--- config.mk ---
export PLATFORM = sky130hd
export DESIGN_NAME = reg_file_flat
export DESIGN_NICKNAME = d
export VERILOG_FILES = /design/src/rtl/reg_file_if.sv /design/src/rtl/reg_file.sv /design/src/flat_wrapper.sv
export SDC_FILE = /design/constraint.sdc
export NUM_CORES = 2
export LEC_CHECK = 0
export BUFFER_PORTS_ARGS = -buffer_cell sky130_fd_sc_hd__buf_2
export CAP_MARGIN = 10
export CORE_MARGIN = 2
export CORE_UTILIZATION = 42
export DETAILED_ROUTE_END_ITERATION = 8
export GPL_ROUTABILITY_DRIVEN = 0
export GPL_TIMING_DRIVEN = 1
export PLACE_DENSITY = 0.63
export SKIP_LAST_GASP = 1
export SLEW_MARGIN = 20
export SYNTH_ARGS = -nofsm -noshare
export SYNTH_HDL_FRONTEND = slang
export SYNTH_SLANG_ARGS = --single-unit
--- constraint.sdc ---
create_clock -name clk -period 2.71 [get_ports clk]
set_clock_uncertainty 0.1 [all_clocks]
set_input_delay 0 -clock clk [delete_from_list [all_inputs] [get_ports clk]]
set_output_delay 0 -clock clk [all_outputs]
set_load 0.005 [all_outputs]
--- src/rtl/reg_file_if.sv ---
// Register-file access bundle: decode-side read ports plus write-back port.
// The master drives indices/write data; the register file (slave) returns read data.
interface reg_file_if #(
    parameter int DATA_WIDTH = 32,
    parameter int ADDR_WIDTH = 5
);
    logic                  write;
    logic [ADDR_WIDTH-1:0] pr1;
    logic [ADDR_WIDTH-1:0] pr2;
    logic [ADDR_WIDTH-1:0] wr;
    logic [DATA_WIDTH-1:0] wd;
    logic [DATA_WIDTH-1:0] rd1;
    logic [DATA_WIDTH-1:0] rd2;

    modport master (
        output write, pr1, pr2, wr, wd,
        input  rd1, rd2
    );

    modport slave (
        input  write, pr1, pr2, wr, wd,
        output rd1, rd2
    );
endinterface : reg_file_if

--- src/rtl/reg_file.sv ---
// 2-read/1-write register file with hard-wired zero register and
// write-through bypass so a value written this cycle is readable this cycle.
module reg_file #(
    parameter int DATA_WIDTH = 32,
    parameter int ADDR_WIDTH = 5
) (
    input  logic       clk,
    input  logic       reset,
    reg_file_if.slave  rf
);
    localparam int DEPTH = 1 << ADDR_WIDTH;

    logic [DATA_WIDTH-1:0] regs_q [DEPTH];
    logic [DATA_WIDTH-1:0] regs_d [DEPTH];
    logic                  wr_en;

    // Index 0 never accepts a write, so its flop simply holds its reset value.
    assign wr_en = rf.write && (rf.wr != '0);

    always_comb begin
        // NOTE: copy the whole current state first so every element of regs_d
        // is assigned on every path; otherwise the tool infers latches.
        regs_d = regs_q;
        if (wr_en) begin
            regs_d[rf.wr] = rf.wd;
        end
    end

    // NOTE: the storage array sits in the async-reset block on purpose:
    // architectural state must read as zero immediately after reset, so this
    // memory is built from resettable flops rather than an unreset RAM.
    always_ff @(posedge clk or negedge reset) begin
        if (!reset) begin
            for (int i = 0; i < DEPTH; i++) begin
                regs_q[i] <= '0;
            end
        end else begin
            // NOTE: non-blocking updates keep all state changes simultaneous
            // at the edge, independent of statement order.
            regs_q <= regs_d;
        end
    end

    // Bypass is gated by reset so both ports read zero while reset is low.
    always_comb begin
        rf.rd1 = '0;
        if (rf.pr1 != '0) begin
            if (reset && wr_en && (rf.wr == rf.pr1)) begin
                rf.rd1 = rf.wd;
            end else begin
                rf.rd1 = regs_q[rf.pr1];
            end
        end
    end

    always_comb begin
        rf.rd2 = '0;
        if (rf.pr2 != '0) begin
            if (reset && wr_en && (rf.wr == rf.pr2)) begin
                rf.rd2 = rf.wd;
            end else begin
                rf.rd2 = regs_q[rf.pr2];
            end
        end
    end
endmodule : reg_file

--- src/flat_wrapper.sv ---
// flat-port wrapper written by rule: the top's interface ports become plain ports
module reg_file_flat 
#(
    parameter int DATA_WIDTH = 32,
    parameter int ADDR_WIDTH = 5
)
  (clk, reset, rf_write, rf_pr1, rf_pr2, rf_wr, rf_wd, rf_rd1, rf_rd2);
  reg_file_if #(.DATA_WIDTH(DATA_WIDTH), .ADDR_WIDTH(ADDR_WIDTH)) rf_i ();
  input  logic clk;
  input  logic reset;
  input wire logic [$bits(rf_i.write)-1:0] rf_write;
  input wire logic [$bits(rf_i.pr1)-1:0] rf_pr1;
  input wire logic [$bits(rf_i.pr2)-1:0] rf_pr2;
  input wire logic [$bits(rf_i.wr)-1:0] rf_wr;
  input wire logic [$bits(rf_i.wd)-1:0] rf_wd;
  output wire logic [$bits(rf_i.rd1)-1:0] rf_rd1;
  output wire logic [$bits(rf_i.rd2)-1:0] rf_rd2;
  assign rf_i.write = rf_write;
  assign rf_i.pr1 = rf_pr1;
  assign rf_i.pr2 = rf_pr2;
  assign rf_i.wr = rf_wr;
  assign rf_i.wd = rf_wd;
  assign rf_rd1 = rf_i.rd1;
  assign rf_rd2 = rf_i.rd2;
  reg_file #(.DATA_WIDTH(DATA_WIDTH), .ADDR_WIDTH(ADDR_WIDTH)) u_core (.clk(clk), .reset(reset), .rf(rf_i));
endmodule
==> results.py <==
metrics = {
    "grt": {
        "grt_max_degree": 158,
        "overflow": 0,
        "grt_pass1_wl_microns": 265800,
        "grt_pass1_vias": 37490,
        "antenna_found_initial": 5,
        "gr-usage-all-layers": 0.2684,
    },
    "synth": {
        "yosysUniqueCellTypes": 50,
        "ys_warn_count": 0,
        "synth_cells": 3909,
        "ys_ff_latch": 1024,
        "syn_avg_cell_area_sq_um": 14.11,
        "syn_nets": 3959,
        "async_flop_share": 1.000,
        "syn_area_sq_um": 55160,
        "ys.flop_type": "dfrtp_1",
        "synth_enable_flop_cells": 0,
        "ys_seq_area_frac": 0.4645,
    },
    "die": {
        "io_pins": 114,
        "die_w_microns": 366.4,
        "fp.dieArea_sq_um": 134200,
        "start_util": 0.4244,
        "rows": 132,
        "core_area_sq_um": 130000,
        "die_h_microns": 366.4,
    },
    "layout": {
        "drive_gt1_frac": 0.5147,
        "fin_area_sq_um": 62910,
        "area_growth_pct": 14.04,
        "largest_reg_flops": 1024,
        "nFillCells": 11320,
        "largest_register": "u_core.regs_q",
        "multiInputGateArea_sq_um": 27840,
        "reg_top3": "u_core.regs_q: 1024 flops",
        "fin_cells": 5769,
        "final_nets": 3985,
        "ff_latch_area_sq_um": 25620,
    },
    "worst_setup_path": {
        "reg2regPathDepth": 2,
        "required_ns": 2.61,
        "path_buf_inv": 1,
        "r2r-end": "u_core.regs_q[196]",
        "r2r_slack_ns": 1.71,
        "path_max_fanout": 3,
        "cp.arrival_ns": 2.59,
        "cp-end-kind": "primary output",
        "worstSetupPathType": "register to primary output",
        "slowest_delay_ns": 0.48,
        "reg2reg_from": "u_core.regs_q[196]",
        "crit_chain": "mux4_2 > mux2_2 > o221ai_2 > o211ai_1 > o311a_1 > buf_2",
        "crit_slowest_cell": "mux4_2",
        "start_kind": "register",
        "critPathTopFamily": "multiplexers",
    },
    "route": {
        "drt-total-wl_microns": 182700,
        "firstDrtPassIters": 6,
        "drtIter0Drc": 4054,
        "viasPerCell": 6.477,
        "ant_nets": 0,
        "drc_errors": 0,
        "num_vias": 37360,
        "routedWlPerCell_microns": 31.68,
    },
    "pwr": {
        "p_leak_uw": 0.02713,
        "p_per_area_nw_per_um2": 723.2,
        "irDropWorstVdd_v": 0.0005989,
    },
    "clock_network": {
        "cts_buffer_depth": 3,
        "cts_num_sinks": 1024,
        "worst_skew_pair.late_latency_ns": 0.72,
        "cts_max_level": 3,
        "numCtsBuffers": 110,
        "cts.clk_slew.worst_paths_ns": 0.06,
        "clockRootBuffer": "clkbuf_16",
        "cts_tree": "yes",
    },
    "hold_path": {
        "holdPathEnd": "u_core.regs_q[383]",
        "hold_path_class": "primary input to register",
        "hold_depth": 4,
        "worstHoldStart": "rf_wr[1]",
    },
    "timing": {
        "final_hold_viol_count": 0,
        "fin_hold_ws_ns": 0.08084,
        "fmax_mhz": 371.2,
        "slew_headroom": 0.3265,
        "timing.final.crit_share": 0.9940,
        "final-max-slew-violation-count": 0,
        "period_minus_slack_ns": 2.694,
        "max_slew.worst_pin.slew_ns": 1.007,
        "tns_ns": 0,
        "grt_setup_unrepaired": "true",
        "setup_violations": 0,
    },
    "place": {
        "placed_cells": 5521,
        "dp_hpwl_microns": 110800,
        "port_buffers": 113,
        "placed_cell_area_sq_um": 58540,
    },
    "job": {
        "drv_cap": 0,
    },
    "status": {
        "status": "finished clean",
    },
}
==> Yosys cell counts, types with 7 or more instances <==
cell type,count,area share
nand3_1,7,0.00064
buf_1,52,0.0035
o311a_1,32,0.0058
a221oi_1,63,0.010
buf_2,103,0.0093
o21a_1,27,0.0037
mux2_2,1126,0.23
a21boi_0,8,0.0011
nand2_1,26,0.0018
xor2_1,10,0.0016
clkbuf_1,262,0.018
mux4_2,357,0.15
buf_6,10,0.0020
o211ai_1,32,0.0044
buf_4,25,0.0034
or3_1,23,0.0026
o21ai_1,29,0.0026
o221ai_1,64,0.010
nand2b_1,8,0.00091
a22oi_1,26,0.0035
nor3_1,34,0.0031
mux2i_1,184,0.033
o221a_2,8,0.0016
dfrtp_1,1024,0.46
nor2b_1,10,0.0011
nor2_1,113,0.0077
o21ai_0,61,0.0055
o22ai_1,101,0.011
a21oi_1,38,0.0034
==> metrics by stage <==
step                worst slack (ns)  utilization  power [uW]
global placement              0.1950       0.4504       29070
CTS                         -0.04099       0.4833       45600
floorplan                      1.053            -       26580
detailed placement            0.2319       0.4504       29470
finish                       0.01622       0.4840       45500
global route                -0.04199       0.4839       47330
==> per-layer routing <==
layer,share of wire,GRT usage
met1,0.42,0.3809
met2,0.46,0.4118
met3,0.082,0.05286
met4,0.034,0.09275
met5,0.00024,0
==> tightest hold or removal path, stage by stage <==
cell    delay (ns)
buf_2         0.15
or2_2         0.32
nor2_4        0.16
mux2_2        0.25
==> worst max-delay path by stage <==
stage                     slack, ns          to          startpoint  cells past startpoint
after floorplan                1.05  rf_rd1[15]           rf_pr1[0]                      8
after global placement         0.19  rf_rd1[30]           rf_pr1[0]                      8
after detailed placement       0.23  rf_rd1[30]           rf_pr1[0]                      8
after CTS                     -0.04  rf_rd1[27]  u_core.regs_q[155]                      6
after global routing          -0.04  rf_rd1[31]  u_core.regs_q[671]                      6
final                          0.02  rf_rd1[20]  u_core.regs_q[660]                      6
==> cells by family (layout without fill, tap and decap cells) <==
kind of cell,count (synthesis),after routing,synth area share
simple gates,244,244,0.02094
compound gates,501,501,0.06535
mux,1671,1671,0.4098
other cells,0,3,0
buf+inv,459,574,0.03774
flops,1024,1024,0.4645
xor+xnor,10,10,0.001588
==> cells in the final DEF, fill, tap and decap left out, types with 37 or more instances in the layout <==
cell           synthesis  layout
a21oi_1               38      38
a221oi_1              63      62
buf_12                 1      63
buf_2                103     106
buf_4                 25     160
clkbuf_16              0     113
dfrtp_1             1024    1024
dlygate4sd3_1          0      37
mux2_2              1126    1122
mux2i_1              184     184
mux4_2               357     357
nor2_1               113      97
o21ai_0               61      60
o221ai_1              64      56
o22ai_1              101     101
==> power breakdown <==
part | leakage (uW) | total (uW) | internal [uW] | switching [uW]
Sequential | 0.0131 | 20300 | 18200 | 2080
Combinational | 0.0121 | 9170 | 5440 | 3740
Clock | 0.00189 | 16000 | 9510 | 6530
==> cell type report <==
| class | instances | area share |
|---|---|---|
| clock inverters | 39 | 0.008294 |
| repair buffers | 371 | 0.05466 |
| multi-input cells | 2426 | 0.4425 |
| clock buffers | 162 | 0.05233 |
| well taps | 1742 | 0.03465 |
| diodes | 3 | 0.0001193 |
| inverters | 2 | 0.0001193 |
| flip-flops and latches | 1024 | 0.4073 |
==> repair_timing <==
action,in CTS,in global routing
pin swaps,8,7
hold buffers,37,0
buffers inserted,4,3
endpoints found under the setup margin,7,11
endpoints found under the hold margin,1873,0
resized for setup,10,9
Note: power is estimated with default switching activity, not from simulation.
